**src/rtl/product_accumulator_if.sv**
```systemverilog
// Handshake and result bundle between the upstream 4x4 multiplier stream,
// the run controller, and the product accumulator.
interface product_accumulator_if #(
    parameter int ACC_W = 12,
    parameter int LEN_W = 5
) ();
    logic             start;
    logic [LEN_W-1:0] len;
    logic [7:0]       R;
    logic             in_valid;
    logic             in_ready;
    logic [ACC_W-1:0] acc;
    logic             busy;
    logic             done;
    logic             ovf;

    // Producer / controller side: drives run control and products.
    modport master (
        output start, len, R, in_valid,
        input  in_ready, acc, busy, done, ovf
    );

    // Accumulator side.
    modport slave (
        input  start, len, R, in_valid,
        output in_ready, acc, busy, done, ovf
    );
endinterface

```
**src/rtl/product_accumulator.sv**
```systemverilog
// Product accumulator: sums a run of 'len' unsigned 8-bit products into a
// saturating ACC_W-bit accumulator, one product per cycle, with a sticky
// overflow flag and a one-cycle done pulse at the end of each run.
module product_accumulator #(
    parameter int ACC_W = 12,
    parameter int LEN_W = 5
) (
    input logic                 clk,
    input logic                 rst,
    product_accumulator_if.slave bus
);
    typedef enum logic [1:0] {
        IDLE  = 2'd0,
        ACCUM = 2'd1,
        DONE  = 2'd2
    } state_t;

    state_t           state;
    logic [ACC_W-1:0] acc_q;
    logic             ovf_q;
    logic [LEN_W-1:0] remaining;
    logic             in_ready_q;
    logic             busy_q;
    logic             done_q;

    logic             xfer;
    logic [ACC_W:0]   sum_p0;

    // Zero-extended add that clamps to all ones; MSB of the result flags
    // that clamping happened. A saturated accumulator stays saturated
    // because any further add either overflows again or adds zero.
    function automatic logic [ACC_W:0] sat_add(input logic [ACC_W-1:0] a,
                                               input logic [7:0]       r);
        logic [ACC_W:0] s;
        s = {1'b0, a} + {{(ACC_W-7){1'b0}}, r};
        if (s[ACC_W]) begin
            sat_add = {1'b1, {ACC_W{1'b1}}};
        end else begin
            sat_add = s;
        end
    endfunction

    // in_ready is a registered flag, so the transfer decision has no
    // combinational dependence of in_ready on in_valid.
    assign xfer   = bus.in_valid && in_ready_q;
    assign sum_p0 = sat_add(acc_q, bus.R);

    // Run controller and accumulator; outputs are registered alongside state.
    always_ff @(posedge clk) begin
        if (rst) begin
            state      <= IDLE;
            acc_q      <= '0;
            ovf_q      <= 1'b0;
            remaining  <= '0;
            in_ready_q <= 1'b0;
            busy_q     <= 1'b0;
            done_q     <= 1'b0;
        end else begin
            case (state)
                IDLE: begin
                    if (bus.start) begin
                        acc_q <= '0;
                        ovf_q <= 1'b0;
                        if (bus.len != '0) begin
                            remaining  <= bus.len;
                            state      <= ACCUM;
                            in_ready_q <= 1'b1;
                            busy_q     <= 1'b1;
                        end else begin
                            // Empty run: report completion without accepting data.
                            state  <= DONE;
                            done_q <= 1'b1;
                        end
                    end
                end
                ACCUM: begin
                    if (xfer) begin
                        acc_q     <= sum_p0[ACC_W-1:0];
                        remaining <= remaining - LEN_W'(1);
                        if (sum_p0[ACC_W]) begin
                            ovf_q <= 1'b1;
                        end
                        if (remaining == LEN_W'(1)) begin
                            state      <= DONE;
                            in_ready_q <= 1'b0;
                            busy_q     <= 1'b0;
                            done_q     <= 1'b1;
                        end
                    end
                end
                DONE: begin
                    state  <= IDLE;
                    done_q <= 1'b0;
                end
                default: begin
                    state      <= IDLE;
                    in_ready_q <= 1'b0;
                    busy_q     <= 1'b0;
                    done_q     <= 1'b0;
                end
            endcase
        end
    end

    assign bus.in_ready = in_ready_q;
    assign bus.acc      = acc_q;
    assign bus.busy     = busy_q;
    assign bus.done     = done_q;
    assign bus.ovf      = ovf_q;
endmodule

```
**src/flat_wrapper.sv**
```systemverilog
// flat-port wrapper written by rule: the top's interface ports become plain ports
module product_accumulator_flat 
#(
    parameter int ACC_W = 12,
    parameter int LEN_W = 5
)
  (clk, rst, bus_start, bus_len, bus_R, bus_in_valid, bus_in_ready, bus_acc, bus_busy, bus_done, bus_ovf);
  product_accumulator_if #(.ACC_W(ACC_W), .LEN_W(LEN_W)) bus_i ();
  input logic clk;
  input logic rst;
  input wire logic [$bits(bus_i.start)-1:0] bus_start;
  input wire logic [$bits(bus_i.len)-1:0] bus_len;
  input wire logic [$bits(bus_i.R)-1:0] bus_R;
  input wire logic [$bits(bus_i.in_valid)-1:0] bus_in_valid;
  output wire logic [$bits(bus_i.in_ready)-1:0] bus_in_ready;
  output wire logic [$bits(bus_i.acc)-1:0] bus_acc;
  output wire logic [$bits(bus_i.busy)-1:0] bus_busy;
  output wire logic [$bits(bus_i.done)-1:0] bus_done;
  output wire logic [$bits(bus_i.ovf)-1:0] bus_ovf;
  assign bus_i.start = bus_start;
  assign bus_i.len = bus_len;
  assign bus_i.R = bus_R;
  assign bus_i.in_valid = bus_in_valid;
  assign bus_in_ready = bus_i.in_ready;
  assign bus_acc = bus_i.acc;
  assign bus_busy = bus_i.busy;
  assign bus_done = bus_i.done;
  assign bus_ovf = bus_i.ovf;
  product_accumulator #(.ACC_W(ACC_W), .LEN_W(LEN_W)) u_core (.clk(clk), .rst(rst), .bus(bus_i));
endmodule
```
**config.mk**
```make
export PLATFORM = sky130hd
export DESIGN_NAME = product_accumulator_flat
export DESIGN_NICKNAME = d
export VERILOG_FILES = /design/src/rtl/product_accumulator_if.sv /design/src/rtl/product_accumulator.sv /design/src/flat_wrapper.sv
export SDC_FILE = /design/constraint.sdc
export NUM_CORES = 1
export LEC_CHECK = 0
export ABC_CLOCK_PERIOD_IN_PS = 2600
export BUFFER_PORTS_ARGS = -buffer_cell sky130_fd_sc_hd__buf_4
export CAP_MARGIN = 15
export CORE_MARGIN = 2
export CORE_UTILIZATION = 25
export CTS_BUF_LIST = sky130_fd_sc_hd__clkbuf_4 sky130_fd_sc_hd__clkbuf_8
export CTS_CLUSTER_DIAMETER = 80
export DETAILED_ROUTE_END_ITERATION = 12
export GPL_ROUTABILITY_DRIVEN = 0
export GPL_TIMING_DRIVEN = 0
export PLACE_DENSITY = 0.48
export SYNTH_ARGS = -nofsm -noshare
export SYNTH_HDL_FRONTEND = slang
export SYNTH_SLANG_ARGS = --single-unit
export TNS_END_PERCENT = 30
```
**constraint.sdc**
```tcl
create_clock -name clk -period 2.6 [get_ports clk]
set_clock_uncertainty 0.2 [all_clocks]
set_input_delay 0.52 -clock clk [delete_from_list [all_inputs] [get_ports clk]]
set_output_delay 0.52 -clock clk [all_outputs]
set_load 0.005 [all_outputs]
```
======== Word level (Yosys, flattened, before mapping) ========
Cells that the tools add are included.
word-level totals
  register bits after elaboration ......... 22
  input port bits ......................... 17
  output and inout port bits .............. 16
  logic and storage cells ................. 55
operators by class
  add/sub/neg operators ................... 2
  equality and inequality tests ........... 9
  muxes and demuxes ....................... 27
  bitwise operators ....................... 1
  reductions and logical operators ........ 10
operator list
  kind                                                                      count
  12-bit two-way mux                                                        2
  12-bit case mux with 2 select lines                                       1
  5-bit two-way mux                                                         3
  12-bit by 8-bit adder with 13-bit output                                  1
  13-bit two-way mux                                                        1
  4-bit AND reduction                                                       3
  1-bit two-way mux                                                         11
  5-bit case mux with 2 select lines                                        1
  2-bit two-way mux                                                         4
  2-bit by 1-bit inequality test with 1-bit output (second input constant)  4
  3-bit AND reduction                                                       2
  5-bit by 1-bit == test with 1-bit output (second input constant)          1
  5-bit AND reduction                                                       1
  5-bit nonzero test                                                        1
  5-bit by 1-bit subtractor with 5-bit output (second input constant)       1
  2-bit inequality test (second input constant)                             2
  1-bit case mux with 2 select lines                                        2
  2-bit case mux with 2 select lines                                        1
  1-bit case mux with 3 select lines                                        1
  2-bit by 1-bit == test with 1-bit output (second input constant)          1
  2-bit == test (second input constant)                                     1
  2-bit zero test                                                           1
  2-bit nonzero test                                                        1
  1-bit logical AND                                                         1
  1-bit NOT                                                                 1

======== Longest topological paths before layout ========
Gate-level depths: netlist of the first run.
  depth in word-level cells ............... 5
  gate-level depth with buffers ........... 8
  depth with buffers taken out ............ 7

======== Worst setup path before layout of the first run ========
Ideal clock, no wire load.
  kind .................................... input -> register
  from .................................... in bus_R[0]
  to ...................................... reg u_core.acc_q[9] (netlist: u_core.bus.acc[9])
  arrival time ............................ 2092 ps
  setup slack ............................. 188 ps
  cell stages on the path ................. 8
  path through ............................ ha_1 -> fa_1 -> a21o_1 -> a31oi_1 -> a211o_1 -> buf_4 -> a21oi_1 -> a211o_1
between the ends
  cells in the longest elaborated chain, start to end .. 4
ends and longest elaborated chain
  what                                      line                       source
  start, declared                           flat_wrapper.sv:13         input wire logic [$bits(bus_i.R)-1:0] bus_R;
  12-bit by 8-bit adder with 13-bit output  product_accumulator.sv:35  s = {1'b0, a} + {{(ACC_W-7){1'b0}}, r};
  13-bit two-way mux                        product_accumulator.sv:36  if (s[ACC_W]) begin
  12-bit two-way mux                        product_accumulator.sv:77  if (xfer) begin
  12-bit case mux with 2 select lines       product_accumulator.sv:59  case (state)
  end signal, assigned                      product_accumulator.sv:78  acc_q <= sum_p0[ACC_W-1:0];
  end, declared                             product_accumulator.sv:19  logic [ACC_W-1:0] acc_q;
Every way passes these cells. The select of a mux whose other input is x is not followed.
A chain may end at the register's enable or synchronous reset.

======== Worst setup path in the final report of the first run ========
Ends and elaborated chain as after synthesis.

==> results of run 1 <==
[path summary, 6_finish.rpt]
kind	cells after the start	from	slack, ns	endpoint
hold reg to reg	2	u_core.bus.done$_SDFFE_PP0P_	0.26	u_core.bus.done$_SDFFE_PP0P_
hold / removal	2	u_core.bus.done$_SDFFE_PP0P_	0.26	u_core.bus.done$_SDFFE_PP0P_
setup reg to reg	8	u_core.bus.acc[0]$_SDFFE_PP0P_	0.16	u_core.bus.acc[9]$_SDFFE_PP0P_
setup / recovery	9	bus_R[0]	0.16	u_core.bus.acc[9]$_SDFFE_PP0P_
[placed cells by master, fill, tap and decap left out, drive strengths merged, types with 2 or more instances in the layout]
cell,instances
a2111oi,3
a211o,4
a211oi,7
a21o,4
a21oi,18
a22oi,7
a31oi,5
and2,2
and3,2
buf,40
clkbuf,8
dfxtp,22
ha,10
inv,6
nand2,5
nand2b,5
nand3,2
nor2,13
nor3,3
nor4,2
nor4b,3
o21a,3
o21ai,12
or2,2
or4,2
xnor2,3
[registers in the layout, indices dropped and copies added, names as in the netlist]
register	cells
u_core.bus.done	1
u_core.bus.ovf	1
u_core.bus.in_ready	1
u_core.state	2
u_core.bus.acc	12
u_core.remaining	5
[synthesized netlist by cell type (all sizes together) (3+ instances only)]
cell type  count  area (µm²)
nor2          13        48.8
inv            6        22.5
a211o          4        35.0
dfxtp         22         440
nand2b         5        31.3
buf            9        56.3
ha            10         125
o21ai         12        63.8
nor3           3        15.0
a21o           4        30.0
a22oi          7        52.6
a2111oi        3        27.5
o21a           3        22.5
a31oi          5        31.3
a21oi         18        90.1
xnor2          3        26.3
nand2          5        18.8
clkbuf         4        15.0
nor4b          3        26.3
a211oi         7        57.6
[timing repair]
item	in CTS	in global routing
gates resized for setup	0	1
setup buffers	0	0
setup endpoints to repair	0	1
[layer usage]
layer  GRT usage, %  part of all wire, %  up-vias
li1               -                    -      740
met1           16.9                   49      670
met2           20.1                   46       21
met3           2.22                  4.0        2
met4           2.03                 0.32        0
met5              0                    0        -
[power by group through the flow]
stage	Sequential, mW	Combinational [mW]	Clock (mW)
global route	0.367	0.194	0.280
detailed placement	0.372	0.172	0
global placement	0.372	0.173	0
floorplan	0.369	0.116	0
finish	0.364	0.171	0.252
CTS	0.364	0.172	0.263
[cell families after synthesis]
logic type,Yosys count,share of synthesized area [%]
AO/OA/AOI/OAI,71,32.7
XOR/XNOR,4,2.35
adder cells (fa/ha/maj),11,9.72
buffers and inverters,19,6.29
flip-flops,22,29.5
multiplexers,1,0.671
AND/OR/NAND/NOR,48,18.8
[cell type report]
type                            count  area, µm²
Clock buffer                        4       55.1
Multi-Input combinational cell    135        965
Sequential cell                    22        440
Buffer                             13       71.3
Fill cell                         613       3970
Tap cell                           75       93.8
Timing Repair Buffer               31        233
Inverter                            6       22.5
[critical path, stage by stage]
cell and delay, ns:
buf_4 0.11, ha_1 0.22, fa_1 0.41, a21o_1 0.22
a31oi_2 0.25, a211o_1 0.18, buf_4 0.18, a21oi_1 0.08
a211o_1 0.22
[per-stage QoR]
| stage | cells | util (%) | worst slack (ns) | TNS [ns] |
|---|---|---|---|---|
| global route | 286 | 32.1 | 0.0430 | 0 |
| detailed placement | 282 | 31.1 | -0.175 | -0.335 |
| floorplan | 176 | - | 0.188 | 0 |
| finish | 286 | 32.1 | 0.155 | 0 |
| global placement | 282 | 31.1 | -0.189 | -0.378 |
| CTS | 286 | 32.0 | 0.111 | 0 |
==> impl_metrics.ini, run 1 <==
[clock_tree]
cts_tree = yes
clk_latency_ns = 0.26
htree_levels = 1
cts_hold_buf = 0
root_buffer = clkbuf_8
path_clk_slew_ns = 0.08
clock_path_buffers = 2
clock_sinks = 22
cts_made_buffers = 3

[placement]
dpl_cell_area_mm2 = 0.00182
port_buffers = 31
place_hpwl_mm = 2.91

[yosys]
synth.net_count = 204
avgSynthCellArea_um2 = 8.48
synth_warnings = 0
synth.distinct_cells = 51
synth_edf_count = 0
async_flop_share_pct = 0
yosys_most_used_dff = dfxtp_1
synthesis.area_mm2 = 0.00149
ys_ff_latch = 22
yosysSeqAreaShare_pct = 29.5
synthCells = 176

[setup_path]
required_ns = 2.56
crit_path_start_kind = input pin
crit_arrival_ns = 2.40
cp-end-kind = register
worstSetupPathType = in2reg
crit_fanout = 10

[power_and_ir_drop]
p_comb_share_pct = 21.7
total_power_mw = 0.787
power_frac_clock_pct = 32.0
p_switching_mw = 0.219
seqPwrFrac_pct = 46.2
ir_drop_v = 0.000200
switching_share_pct = 27.8
p_leak_nw = 0.800
p_int_mw = 0.568
power_density_mw_per_mm2 = 419

[sta]
setup_viol_count_final = 0
fmax_mhz = 409
holdWs_ns = 0.261
worstMarginPinSlew_ns = 0.562
fin_crit_sh_pct = 94.0
finalCriticalPeriod_ns = 2.44
rsz0062_at_grt = false
finalHoldViolCount = 0
report.final.slew_viol_count = 0
slew_headroom_pct = 62.5

[finish]
area_delta_synth_final_pct = 26.0
final_cell_area_mm2 = 0.00188
diodes = 0
nets = 240
drive_gt1_share_pct = 25.1

[route]
route.detailed.drc = 0
antenna_left = 0
wl_per_cell_um = 13.3
drt_iter0_markers = 51
wirelength_mm = 3.81
dr_total_vias = 1433
via_per_inst = 5.01
drtPass1Iterations = 4

[floorplanning]
die-area_mm2 = 0.00660
die_w_um = 81.3
die_y_um = 81.3
start_util_pct = 25.5
core_mm2 = 0.00585
ioPinCount = 33
rows = 28

[global_routing]
track_usage_pct = 12.2
antenna_found_initial = 0
grt-ovfl-total = 0
grt_pass1_wl_mm = 6.46
grt_pass1_vias = 1353
grt_max_degree = 13

[status]
outcome = complete, no violations

[worst_hold_path]
hp-class = reg2reg

[job]
maxCapViolCount = 0
(Power assumes the default switching activity.)
==> run 2, diff against run 1 <==
--- a/config.mk
+++ b/config.mk
@@ -16,6 +16,7 @@
 export GPL_ROUTABILITY_DRIVEN = 0
 export GPL_TIMING_DRIVEN = 0
 export PLACE_DENSITY = 0.48
+export SETUP_SLACK_MARGIN = 0.1
 export SYNTH_ARGS = -nofsm -noshare
 export SYNTH_HDL_FRONTEND = slang
 export SYNTH_SLANG_ARGS = --single-unit
==> constraint.sdc (replaced) <==
create_clock -name clk -period 2.6 [get_ports clk]
set_clock_uncertainty 0.2 [all_clocks]
set_input_delay 0.26 -clock clk [delete_from_list [all_inputs] [get_ports clk]]
set_output_delay 0.26 -clock clk [all_outputs]
set_load 0.005 [all_outputs]
==> impl_metrics.ini, run 2 (synthesis results as in run 1) <==
[route]
dr_total_vias = 1427
drtPass1Iterations = 4
via_per_inst = 4.99
wirelength_mm = 3.82
route.detailed.drc = 0
drt_iter0_markers = 53
antenna_left = 0
wl_per_cell_um = 13.4

[global_routing]
antenna_found_initial = 0
grt_pass1_vias = 1353
track_usage_pct = 12.2
grt_pass1_wl_mm = 6.46
grt_max_degree = 13
grt-ovfl-total = 0

[sta]
worst_slack_ns = 0.206
rsz0062_at_grt = false
finalHoldViolCount = 0
slew_headroom_pct = 62.4
report.final.slew_viol_count = 0
setup_viol_count_final = 0
finalCriticalPeriod_ns = 2.39
finalSetupTns_ns = 0
fin_crit_sh_pct = 92.1
fmax_mhz = 418
worstMarginPinSlew_ns = 0.564

[placement]
post-place-ws_ns = 0.0851
dp.cells = 282
place_hpwl_mm = 2.91
port_buffers = 31

[job]
maxCapViolCount = 0

[floorplanning]
die_w_um = 81.3
start_util_pct = 25.5
core_mm2 = 0.00585
ioPinCount = 33
die-area_mm2 = 0.00660
rows = 28
die_y_um = 81.3

[finish]
drive_gt1_share_pct = 25.1
fin_cells = 286
layout_common_cells = 32 x buf_4, 22 x dfxtp_1, 18 x a21oi_1
largest_reg_flops = 12
area_delta_synth_final_pct = 26.8
mostFrequentLayoutCell = buf_4
diodes = 0
nets = 240

[power_and_ir_drop]
power_density_mw_per_mm2 = 416
ir_drop_v = 0.000200
p_leak_nw = 0.803

[worst_hold_path]
hold_depth = 2
holdPathEnd = u_core.bus.acc[10]$_SDFFE_PP0P_
hp-class = in2reg
min_from = rst

[setup_path]
crit_path_start_kind = register
worstReg2RegEnd = u_core.bus.acc[9]$_SDFFE_PP0P_
r2r_setup_slack_ns = 0.21
worstReg2RegStart = u_core.bus.acc[0]$_SDFFE_PP0P_
rr_worst_depth = 8
worstSetupPathType = reg2reg
crit_fanout = 10
cp-end-kind = register
crit_arrival_ns = 2.35
required_ns = 2.56

[status]
outcome = complete, no violations

[clock_tree]
cts_made_buffers = 3
path_clk_slew_ns = 0.09
htree_levels = 1
cts_tree = yes
clk_latency_ns = 0.26
clock_sinks = 22
cts_resized = 0
cts_setup_buffers = 0
root_buffer = clkbuf_8
cts_hold_buf = 0
clock_path_buffers = 2
run 2: through the flow:
step	utilization, %	instance area (µm²)	total power [mW]	hold WS [ns]
4_1_cts	32.0	1870	0.800	0.0876
2_1_floorplan	-	1490	0.485	0.247
6_report	32.4	1890	0.788	0.0959
3_5_place_dp	31.1	1820	0.544	0.258
3_3_place_gp	31.1	1820	0.545	0.259
5_1_grt	32.4	1890	0.842	0.0973
run 2: cell type report:
cell class,instances,area [µm²]
well taps,75,93.8
repair buffers,31,233
flip-flops and latches,22,440
multi-input cells,135,973
plain buffers,13,75.1
inverters,6,22.5
fillers,613,3960
clock buffers,4,55.1
run 2: where the power goes:
part / total (mW) / switching (mW) / internal, mW
clock network: 0.251 / 0.116 / 0.135
logic: 0.172 / 0.0909 / 0.0815
registers: 0.364 / 0.0122 / 0.352
total: 0.788 / 0.220 / 0.568
run 2: critical path: stages (launching register included):
cell,delay [ns]
dfxtp_1,0.33
ha_1,0.25
fa_1,0.41
a21o_1,0.24
a31oi_4,0.22
a211o_1,0.19
buf_6,0.16
a21oi_1,0.07
a211o_1,0.21
run 2: layer usage:
layer | GRT usage, % | routed length (µm) | up-vias
li1 | - | - | 739
met1 | 16.9 | 1890 | 663
met2 | 20.1 | 1760 | 23
met3 | 2.22 | 154 | 2
met4 | 2.03 | 12 | 0
met5 | 0 | 0 | -
run 2: worst max-delay path by stage:
stage / startpoint / endpoint
2_1_floorplan: u_core.bus.acc[0]$_SDFFE_PP0P_ / u_core.bus.acc[9]$_SDFFE_PP0P_
3_3_place_gp: bus_R[0] / u_core.bus.acc[9]$_SDFFE_PP0P_
3_5_place_dp: bus_R[0] / u_core.bus.acc[9]$_SDFFE_PP0P_
4_1_cts: u_core.bus.acc[0]$_SDFFE_PP0P_ / u_core.bus.acc[9]$_SDFFE_PP0P_
5_1_grt: u_core.bus.acc[0]$_SDFFE_PP0P_ / u_core.bus.acc[9]$_SDFFE_PP0P_
6_report: u_core.bus.acc[0]$_SDFFE_PP0P_ / u_core.bus.acc[9]$_SDFFE_PP0P_
==> run 3, diff against run 2 <==
--- a/config.mk
+++ b/config.mk
@@ -10,7 +10,7 @@
 export CAP_MARGIN = 15
 export CORE_MARGIN = 2
 export CORE_UTILIZATION = 25
-export CTS_BUF_LIST = sky130_fd_sc_hd__clkbuf_4 sky130_fd_sc_hd__clkbuf_8
+export CTS_BUF_LIST = sky130_fd_sc_hd__clkbuf_4
 export CTS_CLUSTER_DIAMETER = 80
 export DETAILED_ROUTE_END_ITERATION = 12
 export GPL_ROUTABILITY_DRIVEN = 0
==> impl_metrics.ini, run 3 (synthesis results as in run 1) <==
[sta]
rsz0062_at_grt = false
finalSetupTns_ns = 0
fmax_mhz = 417
worst_slack_ns = 0.203
worstMarginPinSlew_ns = 0.557
fin_crit_sh_pct = 92.2
setup_viol_count_final = 0
report.final.slew_viol_count = 0
finalHoldViolCount = 0
slew_headroom_pct = 62.9
finalCriticalPeriod_ns = 2.40

[setup_path]
crit_arrival_ns = 2.41
crit_fanout = 10
r2r_setup_slack_ns = 0.20
startpoint = u_core.bus.acc[0]$_SDFFE_PP0P_
worstReg2RegStart = u_core.bus.acc[0]$_SDFFE_PP0P_
path_delay_family = compound AO/OA/AOI/OAI gates
rr_worst_depth = 8
crit_top_cell = a211o_1
required_ns = 2.61
critPathSlowestCell = fa_1
slowest_delay_ns = 0.41
worstSetupPathType = reg2reg
cp_num_buf_inv = 1
path_cells = ha_1, fa_1, a21o_1, a31oi_4, a211o_1, buf_6, a21oi_1, a211o_1
worstReg2RegEnd = u_core.bus.acc[9]$_SDFFE_PP0P_
crit_path_start_kind = register
cp-end-kind = register

[floorplanning]
core_mm2 = 0.00585
rows = 28
die-area_mm2 = 0.00660
ioPinCount = 33
start_util_pct = 25.5
die_y_um = 81.3
die_w_um = 81.3

[clock_tree]
cts_setup_buffers = 0
clk_latency_ns = 0.31
root_buffer = clkbuf_4
cts_made_buffers = 3
clock_sinks = 22
cts_hold_buf = 0
clock_path_buffers = 2
cts_tree = yes
htree_levels = 1
path_clk_slew_ns = 0.14

[power_and_ir_drop]
ir_drop_v = 0.000150
total_power_mw = 0.704
power_density_mw_per_mm2 = 378
p_leak_nw = 0.790

[placement]
port_buffers = 31
place_hpwl_mm = 2.91
post-place-ws_ns = 0.0851

[global_routing]
grt-ovfl-total = 0
grt_max_degree = 13
grt_pass1_vias = 1367
track_usage_pct = 12.4
antenna_found_initial = 0
grt_pass1_wl_mm = 6.52

[route]
dr_total_vias = 1433
drtPass1Iterations = 4
wl_per_cell_um = 13.3
via_per_inst = 5.01
drt_iter0_markers = 64
wirelength_mm = 3.81
antenna_left = 0
route.detailed.drc = 0

[finish]
drive_gt1_share_pct = 24.6
nFillCells = 618
layout_common_cells = 32 x buf_4, 22 x dfxtp_1, 18 x a21oi_1
diodes = 0
mostFrequentLayoutCell = buf_4
nets = 240
largest_reg_flops = 12
area_delta_synth_final_pct = 24.9

[status]
outcome = complete, no violations

[job]
maxCapViolCount = 0

[worst_hold_path]
hold_depth = 2
min_from = rst
holdPathEnd = u_core.bus.acc[10]$_SDFFE_PP0P_
hp-class = in2reg
[run 3: cell count changes in the layout (fill, tap and decap cells not counted)]
cell / change
clkbuf_4: +3
clkbuf_8: -4
clkinv_1: +1
[run 3: metrics by stage]
stage               cell area, µm²  utilization (%)  instances  hold slack, ns
floorplan                     1490                -        176           0.247
global placement              1820             31.1        282           0.259
detailed placement            1820             31.1        282           0.258
CTS                           1850             31.7        286          0.0204
global route                  1860             31.9        286          0.0238
finish                        1860             31.9        286          0.0402
[run 3: layout make-up]
| type | count | area (µm²) | area share [%] |
|---|---|---|---|
| Buffer | 13 | 75.1 | 4.03 |
| Tap cell | 75 | 93.8 | 5.03 |
| Inverter | 6 | 22.5 | 1.21 |
| Sequential cell | 22 | 440 | 23.6 |
| Clock buffer | 3 | 22.5 | 1.21 |
| Clock inverter | 1 | 3.75 | 0.201 |
| Multi-Input combinational cell | 135 | 973 | 52.2 |
| Timing Repair Buffer | 31 | 233 | 12.5 |
[run 3: worst register-to-register path, cell delays in order, from the launching register on]
cell	delay, ns
dfxtp_1	0.35
ha_1	0.25
fa_1	0.41
a21o_1	0.24
a31oi_4	0.22
a211o_1	0.19
buf_6	0.15
a21oi_1	0.08
a211o_1	0.21
[run 3: how the worst max path moves through the flow]
stage          depth (start not counted)                             end
2_1_floorplan                          8  u_core.bus.acc[9]$_SDFFE_PP0P_
3_3_place_gp                           9  u_core.bus.acc[9]$_SDFFE_PP0P_
3_5_place_dp                           9  u_core.bus.acc[9]$_SDFFE_PP0P_
4_1_cts                                8  u_core.bus.acc[9]$_SDFFE_PP0P_
5_1_grt                                8  u_core.bus.acc[9]$_SDFFE_PP0P_
6_report                               8  u_core.bus.acc[9]$_SDFFE_PP0P_
[run 3: routing by layer]
layer | track usage (%) | wire length (µm)
met2 | 20.2 | 1760
met3 | 2.22 | 164
met1 | 17.0 | 1870
met4 | 2.54 | 14
met5 | 0 | 0
[run 3: where the power goes]
part | internal (mW) | switching, mW
Clock | 0.0561 | 0.111
Sequential | 0.352 | 0.0123
Combinational | 0.0815 | 0.0910
Total | 0.490 | 0.214
[run 3: what timing repair did]
| action | in CTS | in global routing |
|---|---|---|
| gates cloned | 0 | 0 |
| gates resized for setup | 1 | 2 |
| endpoints found under the setup margin | 1 | 1 |
